--- config.mk ---
export PLATFORM = sky130hd
export DESIGN_NAME = dac_sample_pacer
export DESIGN_NICKNAME = d
export VERILOG_FILES = /design/src/rtl/dac_stream_pkg.sv /design/src/rtl/sync_fifo.sv /design/src/rtl/dac_sample_pacer.sv
export SDC_FILE = /design/constraint.sdc
export NUM_CORES = 1
export LEC_CHECK = 0
export CAP_MARGIN = 20
export CORE_MARGIN = 5
export CORE_UTILIZATION = 60
export CTS_CLUSTER_DIAMETER = 100
export CTS_CLUSTER_SIZE = 16
export DETAILED_ROUTE_END_ITERATION = 12
export GPL_ROUTABILITY_DRIVEN = 0
export PLACE_DENSITY = 0.8
export SYNTH_ARGS = -nofsm -noshare
export SYNTH_HDL_FRONTEND = slang
export SYNTH_SLANG_ARGS = --single-unit
--- constraint.sdc ---
create_clock -name mclk -period 8.7 [get_ports mclk]
set_input_delay 0.87 -clock mclk [delete_from_list [all_inputs] [get_ports mclk]]
set_output_delay 0.87 -clock mclk [all_outputs]
set_load 0.02 [all_outputs]
--- src/rtl/dac_stream_pkg.sv ---
// Shared types and defaults for the DAC sample streaming path.
// Imported by the pacer and by any later stream stages.
package dac_stream_pkg;

  localparam int DATA_W = 16;

  typedef enum logic {
    IDLE    = 1'b0,
    PRESENT = 1'b1
  } pacer_state_t;

endpackage

--- src/rtl/sync_fifo.sv ---
// Single-clock FIFO with flush and occupancy count.
// Reusable by any stream stage: the head word is always visible on pop_data.
module sync_fifo #(
  parameter int DATA_W = 16,
  parameter int DEPTH  = 16
) (
  input  logic                     mclk,
  input  logic                     rst,
  input  logic                     flush,
  input  logic                     push,
  input  logic [DATA_W-1:0]        push_data,
  input  logic                     pop,
  output logic [DATA_W-1:0]        pop_data,
  output logic                     full,
  output logic                     empty,
  output logic [$clog2(DEPTH):0]   count
);

  localparam int PTR_W = $clog2(DEPTH);
  localparam int CNT_W = PTR_W + 1;

  logic [DATA_W-1:0] mem [DEPTH];
  logic [PTR_W-1:0]  wr_ptr;
  logic [PTR_W-1:0]  rd_ptr;
  logic              do_push;
  logic              do_pop;

  assign full     = (count == CNT_W'(DEPTH));
  assign empty    = (count == '0);
  assign do_push  = push && !full;
  assign do_pop   = pop && !empty;
  assign pop_data = mem[rd_ptr];

  // Pointers are PTR_W wide, so increments wrap modulo DEPTH for free.
  always_ff @(posedge mclk) begin
    // NOTE: sequential state uses non-blocking assignments so every register
    // samples pre-edge values, regardless of statement order.
    if (rst || flush) begin
      wr_ptr <= '0;
      rd_ptr <= '0;
      count  <= '0;
    end else begin
      if (do_push) wr_ptr <= wr_ptr + 1'b1;
      if (do_pop)  rd_ptr <= rd_ptr + 1'b1;
      case ({do_push, do_pop})
        2'b10:   count <= count + 1'b1;
        2'b01:   count <= count - 1'b1;
        default: count <= count;
      endcase
    end
  end

  // NOTE: storage has no reset; contents are only read behind a non-zero
  // count, and leaving it unreset lets it map onto plain RAM.
  always_ff @(posedge mclk) begin
    if (do_push && !flush && !rst) mem[wr_ptr] <= push_data;
  end

endmodule

--- src/rtl/dac_sample_pacer.sv ---
// Buffers upstream samples and releases one per programmable period to the
// DAC driver, flagging underrun (nothing to send) and late (driver stalled).
module dac_sample_pacer
  import dac_stream_pkg::*;
#(
  parameter int DATA_W = dac_stream_pkg::DATA_W,
  parameter int DEPTH  = 16,
  parameter int DIV_W  = 16
) (
  input  logic                     mclk,
  input  logic                     rst,
  input  logic                     enable,
  input  logic                     flush,
  input  logic [DIV_W-1:0]         rate_div,
  input  logic                     s_axis_valid,
  output logic                     s_axis_ready,
  input  logic [DATA_W-1:0]        s_axis_data,
  output logic                     m_axis_valid,
  input  logic                     m_axis_ready,
  output logic [DATA_W-1:0]        m_axis_data,
  output logic [$clog2(DEPTH):0]   fill_level,
  output logic                     underrun,
  output logic                     late
);

  pacer_state_t      state;
  logic [DIV_W-1:0]  tcnt;
  logic [DIV_W-1:0]  reload;
  logic              tick;
  logic              push;
  logic              pop;
  logic              fifo_full;
  logic              fifo_empty;
  logic [DATA_W-1:0] fifo_head;

  sync_fifo #(
    .DATA_W (DATA_W),
    .DEPTH  (DEPTH)
  ) u_fifo (
    .mclk      (mclk),
    .rst       (rst),
    .flush     (flush),
    .push      (push),
    .push_data (s_axis_data),
    .pop       (pop),
    .pop_data  (fifo_head),
    .full      (fifo_full),
    .empty     (fifo_empty),
    .count     (fill_level)
  );

  // Ready comes from the registered count only, so a same-cycle pop never
  // opens a slot early.
  assign s_axis_ready = !fifo_full && !rst;
  assign push         = s_axis_valid && s_axis_ready;
  assign tick         = enable && (tcnt == '0);
  assign pop          = (state == IDLE) && tick && !fifo_empty;

  always_comb begin
    // NOTE: default first so no path leaves reload unassigned (no latch).
    reload = '0;
    if (rate_div != '0) reload = rate_div - DIV_W'(1);
  end

  // rate_div is only sampled at reload, so a change lands on the next period.
  always_ff @(posedge mclk) begin
    if (rst || !enable) tcnt <= '0;
    else if (tick)      tcnt <= reload;
    else                tcnt <= tcnt - DIV_W'(1);
  end

  always_ff @(posedge mclk) begin
    if (rst) begin
      state        <= IDLE;
      m_axis_valid <= 1'b0;
      m_axis_data  <= '0;
      underrun     <= 1'b0;
      late         <= 1'b0;
    end else begin
      underrun <= 1'b0;
      late     <= 1'b0;
      case (state)
        IDLE: begin
          if (tick) begin
            if (!fifo_empty) begin
              m_axis_data  <= fifo_head;
              m_axis_valid <= 1'b1;
              state        <= PRESENT;
            end else begin
              underrun <= 1'b1;
            end
          end
        end
        PRESENT: begin
          // The tick is dropped while a word is pending; valid is only
          // released by the handshake, never by enable or flush.
          if (tick) late <= 1'b1;
          if (m_axis_ready) begin
            m_axis_valid <= 1'b0;
            state        <= IDLE;
          end
        end
        default: begin
          m_axis_valid <= 1'b0;
          state        <= IDLE;
        end
      endcase
    end
  end

endmodule

### Word level (Yosys, flattened, before mapping)

Memories as Yosys holds them, arrays and structs flattened. A register that Yosys moved wholly into a read port is not among the register bits.
Cells that the tools add are included.

| word-level totals | value |
|---|---|
| output and inout port bits | 25 |
| logic and storage cells | 63 |
| input port bits | 38 |
| memories | 1 |
| memory bits (writable) | 256 |
| register bits after elaboration | 33 |

| operators by class | value |
|---|---|
| add/subtract/negate cells | 6 |
| equality and inequality tests | 6 |
| mux-type cells | 15 |
| reduce and logical (&&, ||, !) cells | 24 |
| bitwise logic cells | 3 |

Memory list:

| name | words | bits a word | rd ports | clocked after memory_dff | wr ports | line | text |
|---|---|---|---|---|---|---|---|
| u_fifo.mem | 16 | 16 | 1 | 1 | 1 | sync_fifo.sv:22 | `logic [DATA_W-1:0] mem [DEPTH];` |

Operators by type and width:

| kind | count |
|---|---|
| 16-bit 2-to-1 mux | 2 |
| 16-bit by 1-bit subtractor with 16-bit output (second input constant) | 2 |
| 16-bit logical NOT | 1 |
| 16-bit nonzero test | 1 |
| 1-bit 2-to-1 mux | 10 |
| 5-bit one-hot mux with 2 select lines | 1 |
| 1-bit logical AND | 9 |
| 4-bit by 1-bit adder with 4-bit output (second input constant) | 2 |
| 2-bit inequality test (second input constant) | 3 |
| 3-bit AND reduction | 2 |
| 5-bit by 1-bit adder with 5-bit output (second input constant) | 1 |
| 5-bit == test (second input constant) | 1 |
| 1-bit logical NOT | 5 |
| 5-bit logical NOT | 1 |
| 5-bit by 1-bit subtractor with 5-bit output (second input constant) | 1 |
| 1-bit one-hot mux with 2 select lines | 2 |
| 1-bit inverter | 3 |
| 3-bit OR reduction | 1 |
| 2-bit by 1-bit == test with 1-bit output (second input constant) | 1 |
| 2-bit == test (second input constant) | 1 |
| 1-bit logical OR | 2 |
| 2-bit nonzero test | 1 |
| 2-bit OR reduction | 1 |

### Logic depth before layout (Yosys ltp)

Gate-level depths: netlist of the first run.

| depth | value |
|---|---|
| word-level depth | 9 |
| mapped depth | 12 |
| mapped depth without buffers | 11 |

### By module

From an unflattened synthesis of the first run, not the netlist that was laid out.

| second synthesis, totals | value |
|---|---|
| cell total of the unflattened synthesis | 738 |
| area, all modules | 12688.4 um^2 |

Modules (own cells, without submodules):

| module | area each (um^2) | sequential area each (um^2) | instances | cells each |
|---|---|---|---|---|
| sync_fifo | 10839.1 | 8027.7 | 1 | 513 |
| dac_sample_pacer | 1849.3 | 720.7 | 1 | 225 |

### Worst setup path before layout of the first run

OpenSTA, ideal clock, no wires.

| timing | value |
|---|---|
| kind | input-to-reg |
| start | input port enable |
| end | register u_fifo.count[4] |
| stages | 11 |
| arrival | 3151 ps |
| path buffers | 1 |
| data required time | 8630 ps |
| path slack | 5479 ps |
| setup time | 70 ps |
| cells stage by stage | nor4b_1 -> and4_1 -> and4_1 -> buf_4 -> ha_1 -> ha_1 -> a21o_1 -> a21oi_1 -> xor2_1 -> or3_1 -> a21oi_1 |

| on the way | value |
|---|---|
| word-level cells in the longest chain between the ends | 6 |
| elaborated cells between the ends (all ways) | 8 |
| classes of those cells | eq/ne (2); mux (1); reduce/logical (5) |

RTL lines:

| item | line | text |
|---|---|---|
| from (decl) | dac_sample_pacer.sv:12 | `input logic enable,` |
| 1-bit logical AND * | dac_sample_pacer.sv:56 | `assign tick = enable && (tcnt == '0);` |
| 1-bit logical AND * (2 in series) | dac_sample_pacer.sv:57 | `assign pop = (state == IDLE) && tick && !fifo_empty;` |
| 1-bit logical AND * | sync_fifo.sv:31 | `assign do_pop = pop && !empty;` |
| via u_fifo.do_pop | sync_fifo.sv:26 | `logic do_pop;` |
| 2-bit by 1-bit == test with 1-bit output / 2-bit == test (equally long branches) | sync_fifo.sv:45 | `case ({do_push, do_pop})` |
| 5-bit one-hot mux with 2 select lines / 2-bit nonzero test (equally long branches) | - |  |
| to (signal assigned) | sync_fifo.sv:46 | `2'b10: count <= count + 1'b1;` |
| to (signal assigned) | sync_fifo.sv:47 | `2'b01: count <= count - 1'b1;` |
| to (signal assigned) | sync_fifo.sv:48 | `default: count <= count;` |
| to (decl) | sync_fifo.sv:16 | `output logic [$clog2(DEPTH):0] count` |

Mark *: on every way through the listed nets, which the timed path passes. The rest lies on a longest branch.
A chain may end at the register's enable or synchronous reset.

### Worst setup path after layout of the first run

| timing | value |
|---|---|
| start | input port enable |
| end | register u_fifo.count[4] |

| on the way | value |
|---|---|
| word-level cells in the longest chain between the ends | 6 |
| elaborated cells between the ends (all ways) | 8 |
| classes of those cells | eq/ne (2); mux (1); reduce/logical (5) |

RTL lines:

| item | line |
|---|---|
| 1-bit logical AND * | dac_sample_pacer.sv:56 |
| 1-bit logical AND * (2 in series) | dac_sample_pacer.sv:57 |
| 1-bit logical AND * | sync_fifo.sv:31 |
| 2-bit by 1-bit == test with 1-bit output / 2-bit == test (equally long branches) | sync_fifo.sv:45 |
| 5-bit one-hot mux with 2 select lines / 2-bit nonzero test (equally long branches) | - |

Mark *: on every way between the ends. The rest lies on a longest branch, timed or not.

==> run_results.csv, run 1 <==
group,metric,value,unit
sta,setup_viol,0,
cts,cts_made_buffers,23,
sta,skew,0.0109,ns
setup_path,startpoint,"enable",
power,combinationalPowerShare,14.5,%
route,m1WireLength,11100,um
cts,cts_max_path_buffers,3,
route,wl_met3,1730,um
sta,period_share,45.5,%
floorplan,die_x,154,um
setup_path,arrival,4.41,ns
synthesis,syn-cell-area,12400,sq um
setup_path,start_kind,"primary input",
route,drc,0,
floorplan,die_h,154,um
cells_and_area,fin_nets,881,
route,dr_wl_met2,13200,um
synthesis,ys.flop_type,"edfxtp_1",
placed_design,hpwlAfterDp,16300,um
power,power.density,219,nW/um^2
setup_path,cp-end-kind,"register",
route,drt.antenna.violating_nets,0,
cts,cts.repair.resized,0,
route,dr.pass1.iters,5,
cells_and_area,final_util,69.2,%
synthesis,synthDistinctLibCells,51,
power,switching_power,0.000768,W
route,topRoutingLayerUsed,"met4",
power,p_sw_share,25.0,%
synthesis,yosysWarnings,0,
cts,post_cts_buffers,0,
synthesis,synthArstFlopShare,0,%
job,max_cap_viol_count,0,
route,wirelength,26700,um
power,internal_power,0.00231,W
min_path,min_path_type,"register to register",
setup_path,r2r-start,"tcnt[2]",
global_routing,antenna_found_initial,0,
min_path,hp-start,"m_axis_valid",
floorplan,die_area,23700,sq um
floorplan,core_area,20300,sq um
synthesis,synth_cells,761,
cells_and_area,fillers,1314,
sta,drv_slew,0,
setup_path,crit_fanout,21,
synthesis,ys_ff_latch,305,
cts,cts_tree,"yes",
cells_and_area,drive_gt1_share,16.9,%
power,peakVddDrop,0.000166,V
sta,hold_ws,0.499,ns
power,seqPwrFrac,54.1,%
synthesis,synth-edff-count,256,
cells_and_area,multi_input_area,3520,sq um
synthesis,synth.avg_cell_area,16.3,sq um
placed_design,io_buffers,62,
power,p_leak,4.36,nW
cells_and_area,antennaDiodeCount,0,
floorplan,ios,63,
sta,fmax,0.253,GHz
route,vias,7095,
cts,cts_max_level,1,
sta,fin_tns_setup,0,ns
floorplan,initial_utilization,61.2,%
sta,period_minus_slack,3.96,ns
cts,path_clk_slew,0.07,ns
cts,clock_latency,0.53,ns
global_routing,grtUsageTotal,22.4,%
cells_and_area,final-seq-area,8680,sq um
cts,root_buffer,"clkbuf_16",
setup_path,critPathRequiredTime,9.15,ns
power,pwr-share-clk,31.4,%
route,vias_per_cell,6.40,
cells_and_area,area_growth,13.1,%
sta,maxSlewHeadroom,28.5,%
power,power,0.00307,W
cts,holdBufCountCts,0,
floorplan,rows,52,
route,avgRoutedWirePerCell,24.1,um
global_routing,grt_max_degree,87,
sta,final-hold-violation-count,0,
setup_path,crit_type,"primary input to register",
global_routing,gr-total-overflow,0,
synthesis,syn-num-nets,812,
global_routing,grt_pass1_wl,41500,um
global_routing,grt_pass1_vias,7184,
route,drt_iter0_drc,633,
status,outcome,"completed",
sta,worstMarginPinSlew,1.07,ns
cts,clkSinkCount,305,
synthesis,synth_seq_area_share,69.8,%
sta,rsz0062_at_grt,"false",
worst max-delay path, cell delays in order:
cell and delay [ns]:
clkdlybuf4s50_1 0.49, nor4b_1 0.34, and4_1 0.33, and4_1 0.69, ha_1 0.41, ha_1 0.32, a21o_1 0.19, a21oi_1 0.20
xor2_1 0.12, or3_1 0.31, a21oi_1 0.14
cell type report:
type | count | share of cell area [%]
Sequential cell | 305 | 61.8
Timing Repair Buffer | 83 | 5.92
Multi-Input combinational cell | 406 | 25.0
Clock buffer | 31 | 4.31
Inverter | 11 | 0.294
Clock inverter | 2 | 0.258
Tap cell | 270 | 2.41
cell usage after synthesis (2+ instances only):
cell	number	area share, %
a211oi_2	2	0.20
or3_1	5	0.25
nor4_2	3	0.30
buf_2	14	0.56
and2_1	2	0.10
nor2_1	81	2.4
dfxtp_1	49	7.9
a21o_1	2	0.12
nand2_1	17	0.51
buf_4	4	0.24
a21oi_1	13	0.52
mux4_2	48	8.7
nor3_1	26	1.0
o21ai_0	20	0.81
nand2b_1	5	0.25
a211oi_1	9	0.54
edfxtp_1	256	62
nand3b_1	3	0.18
mux2i_1	16	1.3
o31a_1	2	0.14
xor2_1	8	0.56
nand3_1	5	0.20
and4_1	2	0.14
inv_1	11	0.33
nor2b_1	3	0.15
a22oi_1	9	0.54
xnor2_1	21	1.5
mux2_2	32	2.9
clkbuf_1	19	0.57
nor4_1	5	0.25
nand4_1	9	0.45
o22ai_1	29	1.5
ha_1	12	1.2
nor3_4	2	0.26
final timing paths:
path / to / slack [ns] / depth (start not counted)
setup reg to reg: u_fifo.count[4] / 5.13 / 10
hold / removal: m_axis_valid / 0.50 / 2
hold reg to reg: m_axis_valid / 0.50 / 2
setup / recovery: u_fifo.count[4] / 4.74 / 11
kinds of logic after synthesis:
kind of cell | count (synthesis) | synth area share [%]
flops | 305 | 69.8
simple gates | 178 | 7.35
mux | 96 | 12.9
buf+inv | 50 | 1.83
compound gates | 90 | 4.67
fa+ha+maj | 13 | 1.37
xor+xnor | 29 | 2.05
through the flow:
stage / instances / instance area (sq um) / setup WS [ns]
finish: 1108 / 14000 / 4.74
global route: 1108 / 14000 / 4.44
CTS: 1105 / 14000 / 4.77
global placement: 1072 / 13300 / 4.44
detailed placement: 1072 / 13300 / 4.25
floorplan: 761 / 12400 / 5.48
cells in the final DEF (no fill, tap or decap), types with 3 or more instances in the layout:
cell,count
nand2b_1,5
inv_1,11
clkdlybuf4s50_1,62
nor4_1,5
nand3b_1,3
clkbuf_1,8
mux4_2,48
ha_1,12
or3_1,5
o21ai_0,20
dfxtp_1,47
a211oi_1,9
nor4_2,3
xnor2_1,21
nand3_1,5
mux2_2,32
edfxtp_1,256
nor2b_1,3
mux2i_1,16
a22oi_1,9
nor2_1,81
o22ai_1,29
nand4_1,9
a21oi_1,13
buf_4,18
nand2_1,17
clkbuf_16,23
nor3_1,26
xor2_1,8
sequential cells by signal, summed over array words and instances, names as in the netlist:
signal         flops
u_fifo.mem       256
m_axis_data       16
tcnt              16
u_fifo.count       5
u_fifo.rd_ptr      4
u_fifo.wr_ptr      4
late               1
m_axis_valid       1
state              1
underrun           1
power by group through the flow:
stage / Sequential, W / Clock (W) / Combinational [W]
floorplan: 0.00169 / 0 / 0.000314
global placement: 0.00169 / 0 / 0.000421
detailed placement: 0.00169 / 0 / 0.000437
CTS: 0.00166 / 0.000977 / 0.000441
global route: 0.00167 / 0.00104 / 0.000484
finish: 0.00166 / 0.000965 / 0.000445
routing by layer:
metal / global-route usage (%) / up-vias
li1: - / 3090
met1: 31.9 / 3629
met2: 37.2 / 318
met3: 2.95 / 58
met4: 6.18 / 0
met5: 0 / -
Power figures use the tool's default switching activity.
==> run 2: changes to the inputs <==
Clock period 8.7 ns to 3.68 ns, I/O delays scaled along.
==> run 2 against run 1 <==
Non-clock buffer count increased by 5. Sequential power increased by 140%. First-iteration DRC count down 4.9%. Clock skew rose by 0.0042 ns. Largest power group unchanged.
==> run_results.csv, run 2 (synthesis gave the netlist of run 1 again) <==
group,metric,value,unit
setup_path,crit_fanout,5,
job,max_cap_viol_count,0,
route,dr.pass1.iters,5,
global_routing,grt_pass1_vias,7170,
cts,clkSinkCount,305,
sta,setup_viol,0,
floorplan,die_area,23700,sq um
global_routing,grt.met3_usage,3.93,%
cells_and_area,final_common_cell,"edfxtp_1",
cts,cts.repair.resized,0,
cts,clock_latency,0.51,ns
min_path,min_path_type,"primary input to register",
cts,path_clk_slew,0.07,ns
cells_and_area,final_cell_mix,"edfxtp_1 (256), nor2_1 (81), clkdlybuf4s50_1 (62), mux4_2 (48), dfxtp_1 (47)",
sta,period_share,83.7,%
global_routing,use_met2,37.3,%
power,power.density,516,nW/um^2
global_routing,grtUsageTotal,22.4,%
cts,cts_max_path_buffers,3,
status,outcome,"completed",
sta,rsz0062_at_grt,"false",
cells_and_area,fin_nets,886,
cells_and_area,final_util,69.3,%
global_routing,antenna_found_initial,0,
cts,cts_max_level,1,
sta,maxSlewHeadroom,31.3,%
route,wirelength,26200,um
route,vias_per_cell,6.25,
placed_design,io_buffers,62,
floorplan,ios,63,
cts,cts_tree,"yes",
setup_path,critPathRequiredTime,4.12,ns
floorplan,initial_utilization,61.2,%
power,p_leak,4.38,nW
floorplan,rows,52,
setup_path,arrival,3.52,ns
placed_design,hpwlAfterDp,16200,um
setup_path,crit_type,"register to register",
sta,fmax,0.325,GHz
cells_and_area,regMostFlops,"u_fifo.mem",
route,drc,0,
global_routing,grt_max_degree,46,
cells_and_area,drive_gt1_share,17.2,%
route,drt_iter0_drc,602,
cells_and_area,reg_top3,"u_fifo.mem x256, m_axis_data x16, tcnt x16",
cts,cts_made_buffers,23,
sta,skew,0.0151,ns
cells_and_area,antennaDiodeCount,0,
sta,final-hold-violation-count,0,
floorplan,die_x,154,um
setup_path,cp-end-kind,"register",
route,vias,7009,
global_routing,gr-total-overflow,0,
cts,root_buffer,"clkbuf_16",
sta,drv_slew,0,
cts,holdBufCountCts,0,
power,peakVddDrop,0.000399,V
cts,post_cts_buffers,0,
floorplan,die_h,154,um
cells_and_area,area_growth,13.3,%
floorplan,core_area,20300,sq um
setup_path,start_kind,"register",
sta,period_minus_slack,3.08,ns
sta,fin_tns_setup,0,ns
cells_and_area,largest_reg_flops,256,
route,drt.antenna.violating_nets,0,
global_routing,top_usage_layer,"met2",
route,avgRoutedWirePerCell,23.4,um
global_routing,grt.met1_usage,31.0,%
global_routing,grt_pass1_wl,41400,um
sta,worstMarginPinSlew,1.03,ns
==> run 2: changes by cell type in the layout (fill, tap and decap cells not counted) <==
cell / before / now
clkbuf_1: 8 / 16
buf_4: 18 / 24
buf_16: 2 / 0
buf_12: 1 / 2
inv_1: 11 / 12
inv_16: 1 / 0
==> run 2: path summary, 6_finish.rpt <==
path / startpoint / slack (ns) / endpoint / cells after the start
setup / recovery: u_fifo.count[0] / 0.60 / u_fifo.count[4] / 10
hold / removal: m_axis_ready / 0.49 / m_axis_valid / 2
setup reg to reg: u_fifo.count[0] / 0.60 / u_fifo.count[4] / 10
hold reg to reg: m_axis_data[7] / 0.50 / m_axis_data[7] / 2
==> run 2: area by class of cell <==
type | count | area (sq um)
Multi-Input combinational cell | 406 | 3520
Fill cell | 1316 | 6230
Clock inverter | 2 | 20.0
Tap cell | 270 | 338
Clock buffer | 39 | 636
Timing Repair Buffer | 88 | 841
Inverter | 11 | 41.3
Sequential cell | 305 | 8680
==> run 2: critical path, cell delays in order, from the launching register on <==
cell      delay [ns]
dfxtp_1         0.38
nor4_1          0.56
nand2b_1        0.18
and4_1          0.26
ha_1            0.29
fa_1            0.43
a21o_1          0.18
a21oi_1         0.19
xor2_1          0.10
or3_1           0.31
a21oi_1         0.14
==> run 2: report_power, final <==
group          internal [W]  switching, W  total (W)  leakage (nW)
registers           0.00383      0.000102    0.00393          2.70
logic              0.000464      0.000586    0.00105          1.36
clock network       0.00118       0.00109    0.00228         0.315
==> run 2: routing by layer <==
metal  vias up  share of wire [%]
met5         -                  0
met4         0                2.7
met3        50                8.1
met2       335                 50
met1      3514                 40
li1       3110                  -
==> run 2: stage by stage <==
step / area, sq um / hold slack [ns] / std cells / worst slack (ns) / total power (W)
4_1_cts: 14100 / 0.466 / 1121 / 0.589 / 0.00729
2_1_floorplan: 12400 / 0.446 / 761 / 0.702 / 0.00474
5_1_grt: 14100 / 0.499 / 1121 / 0.247 / 0.00756
6_report: 14100 / 0.486 / 1121 / 0.600 / 0.00726
3_5_place_dp: 13400 / 0.483 / 1080 / 0.371 / 0.00504
3_3_place_gp: 13400 / 0.463 / 1080 / 0.505 / 0.00497
==> run 3: changes to the inputs <==
Settings changed: CORE_UTILIZATION 60 to 54, PLACE_DENSITY 0.8 to 0.76.
Clock period 3.68 ns to 2.8 ns, I/O delays scaled along.
==> run 3 against run 2 <==
Sequential share of layout area shrank 1.3 points. Core utilization decreased by 5.8 points. Hold slack worse by 0.12 ns.
==> run_results.csv, run 3 (synthesis gave the netlist of run 1 again) <==
group,metric,value,unit
status,outcome,"completed",
cts,cts_made_buffers,23,
route,drc,0,
cells_and_area,area_growth,15.8,%
route,avgRoutedWirePerCell,22.7,um
floorplan,die_area,26100,sq um
floorplan,ios,63,
sta,fin_tns_setup,0,ns
placed_design,placed_cells,1127,
cts,cts_tree,"yes",
cells_and_area,final_common_cell,"edfxtp_1",
global_routing,grt_max_degree,29,
sta,final-hold-violation-count,0,
min_path,min_path_cells,2,
cts,cts_max_level,1,
cells_and_area,final_util,63.5,%
sta,maxSlewHeadroom,51.2,%
cells_and_area,antennaDiodeCount,0,
global_routing,antenna_found_initial,0,
cells_and_area,stdcell_count,1169,
route,drt_iter0_drc,642,
cts,clkSinkCount,305,
floorplan,die_h,162,um
floorplan,initial_utilization,54.8,%
power,peakVddDrop,0.000533,V
sta,hold_ws,0.367,ns
cells_and_area,largest_reg_flops,256,
setup_path,critical_path.top_delay_family,"adder cells",
floorplan,die_x,162,um
setup_path,critPathRequiredTime,3.26,ns
cts,cts_max_path_buffers,3,
placed_design,io_buffers,62,
sta,drv_slew,0,
power,power.density,677,nW/um^2
power,power,0.00972,W
sta,skew,0.0165,ns
cts,path_clk_slew,0.07,ns
cells_and_area,fillers,1543,
min_path,hp-start,"m_axis_ready",
setup_path,crit_type,"register to register",
setup_path,reg2reg_depth,12,
setup_path,cp_slowest_cell,"dfxtp_2",
sta,worstMarginPinSlew,0.726,ns
route,vias,7086,
global_routing,grt_pass1_vias,7350,
sta,fmax,0.372,GHz
job,max_cap_viol_count,0,
min_path,min_path_type,"primary input to register",
setup_path,cp-end-kind,"register",
setup_path,arrival,3.14,ns
sta,period_minus_slack,2.69,ns
setup_path,crit_chain,"inv_1 > ha_1 > and4_1 > and4_1 > ha_1 > buf_4 > fa_2 > a21o_1 > a21oi_2 > xor2_1 > or3_1 > a21oi_1",
cts,post_cts_buffers,0,
setup_path,r2r-start,"tcnt[0]",
global_routing,grtUsageTotal,20.3,%
sta,period_share,96.0,%
setup_path,crit_fanout,4,
cells_and_area,reg_top3,"u_fifo.mem x256, m_axis_data x16, tcnt x16",
cells_and_area,regMostFlops,"u_fifo.mem",
global_routing,gr-total-overflow,0,
route,drt.antenna.violating_nets,0,
setup_path,start_kind,"register",
cts,root_buffer,"clkbuf_16",
route,dr.pass1.iters,5,
global_routing,grt_pass1_wl,41700,um
floorplan,rows,55,
route,vias_per_cell,6.06,
cts,clock_latency,0.52,ns
min_path,whs_endpoint,"m_axis_valid",
cells_and_area,final_cell_mix,"edfxtp_1 (256), nor2_1 (81), clkdlybuf4s50_1 (62), buf_4 (57), mux4_2 (48)",
floorplan,core_area,22600,sq um
setup_path,cp_num_buf_inv,2,
setup_path,r2r_slack,0.11,ns
sta,setup_viol,0,
cells_and_area,drive_gt1_share,21.3,%
cells_and_area,fin_nets,918,
setup_path,cp.depth,12,
setup_path,timing.rr.end,"u_fifo.count[4]",
route,wirelength,26500,um
setup_path,slowest_delay,0.36,ns
placed_design,hpwlAfterDp,17700,um
power,p_leak,4.57,nW
==> run 3: routing by layer <==
metal  global-route usage [%]  share of wire (%)  vias to the layer above
li1                         -                  -                     3181
met1                     27.2                 41                     3582
met2                     34.6                 50                      284
met3                     4.08                7.2                       39
met4                     4.88                1.8                        0
met5                        0                  0                        -
==> run 3: report_power, final <==
group	internal, W	total [W]	switching [W]
combinational	0.000665	0.00148	0.000818
clock	0.00161	0.00308	0.00147
sequential	0.00503	0.00517	0.000133
==> run 3: layout make-up <==
cell class              count  area, sq um  share of cell area [%]
repair buffers            120         1070                    7.44
inverters                  11         41.3                   0.287
multi-input cells         406         3540                    24.7
well taps                 285          357                    2.48
clock inverters             3         42.5                   0.296
flip-flops and latches    305         8680                    60.4
clock buffers              39          636                    4.42
==> run 3: worst max-delay path by stage <==
| stage | start | end | slack, ns |
|---|---|---|---|
| 3_3_place_gp | enable | u_fifo.count[4] | -0.16 |
| 5_1_grt | tcnt[0] | u_fifo.count[4] | -0.009 |
| 3_5_place_dp | enable | u_fifo.count[4] | -0.27 |
| 4_1_cts | tcnt[0] | u_fifo.count[4] | 0.01 |
| 6_report | tcnt[0] | u_fifo.count[4] | 0.11 |
| 2_1_floorplan | tcnt[2] | u_fifo.count[4] | 0.04 |
==> run 3: per-stage QoR <==
step	instance area, sq um	worst slack, ns
after floorplan	12400	0.0379
after global placement	13700	-0.163
after detailed placement	13700	-0.267
after CTS	14400	0.0125
after global routing	14400	-0.00868
final	14400	0.112
==> run 3: repair_timing <==
action                                 CTS  global route
endpoints found under the hold margin    0             0
pin swaps                                0             1
gates resized for setup                  1             4
setup endpoints to repair                1             2
hold buffers                             0             0
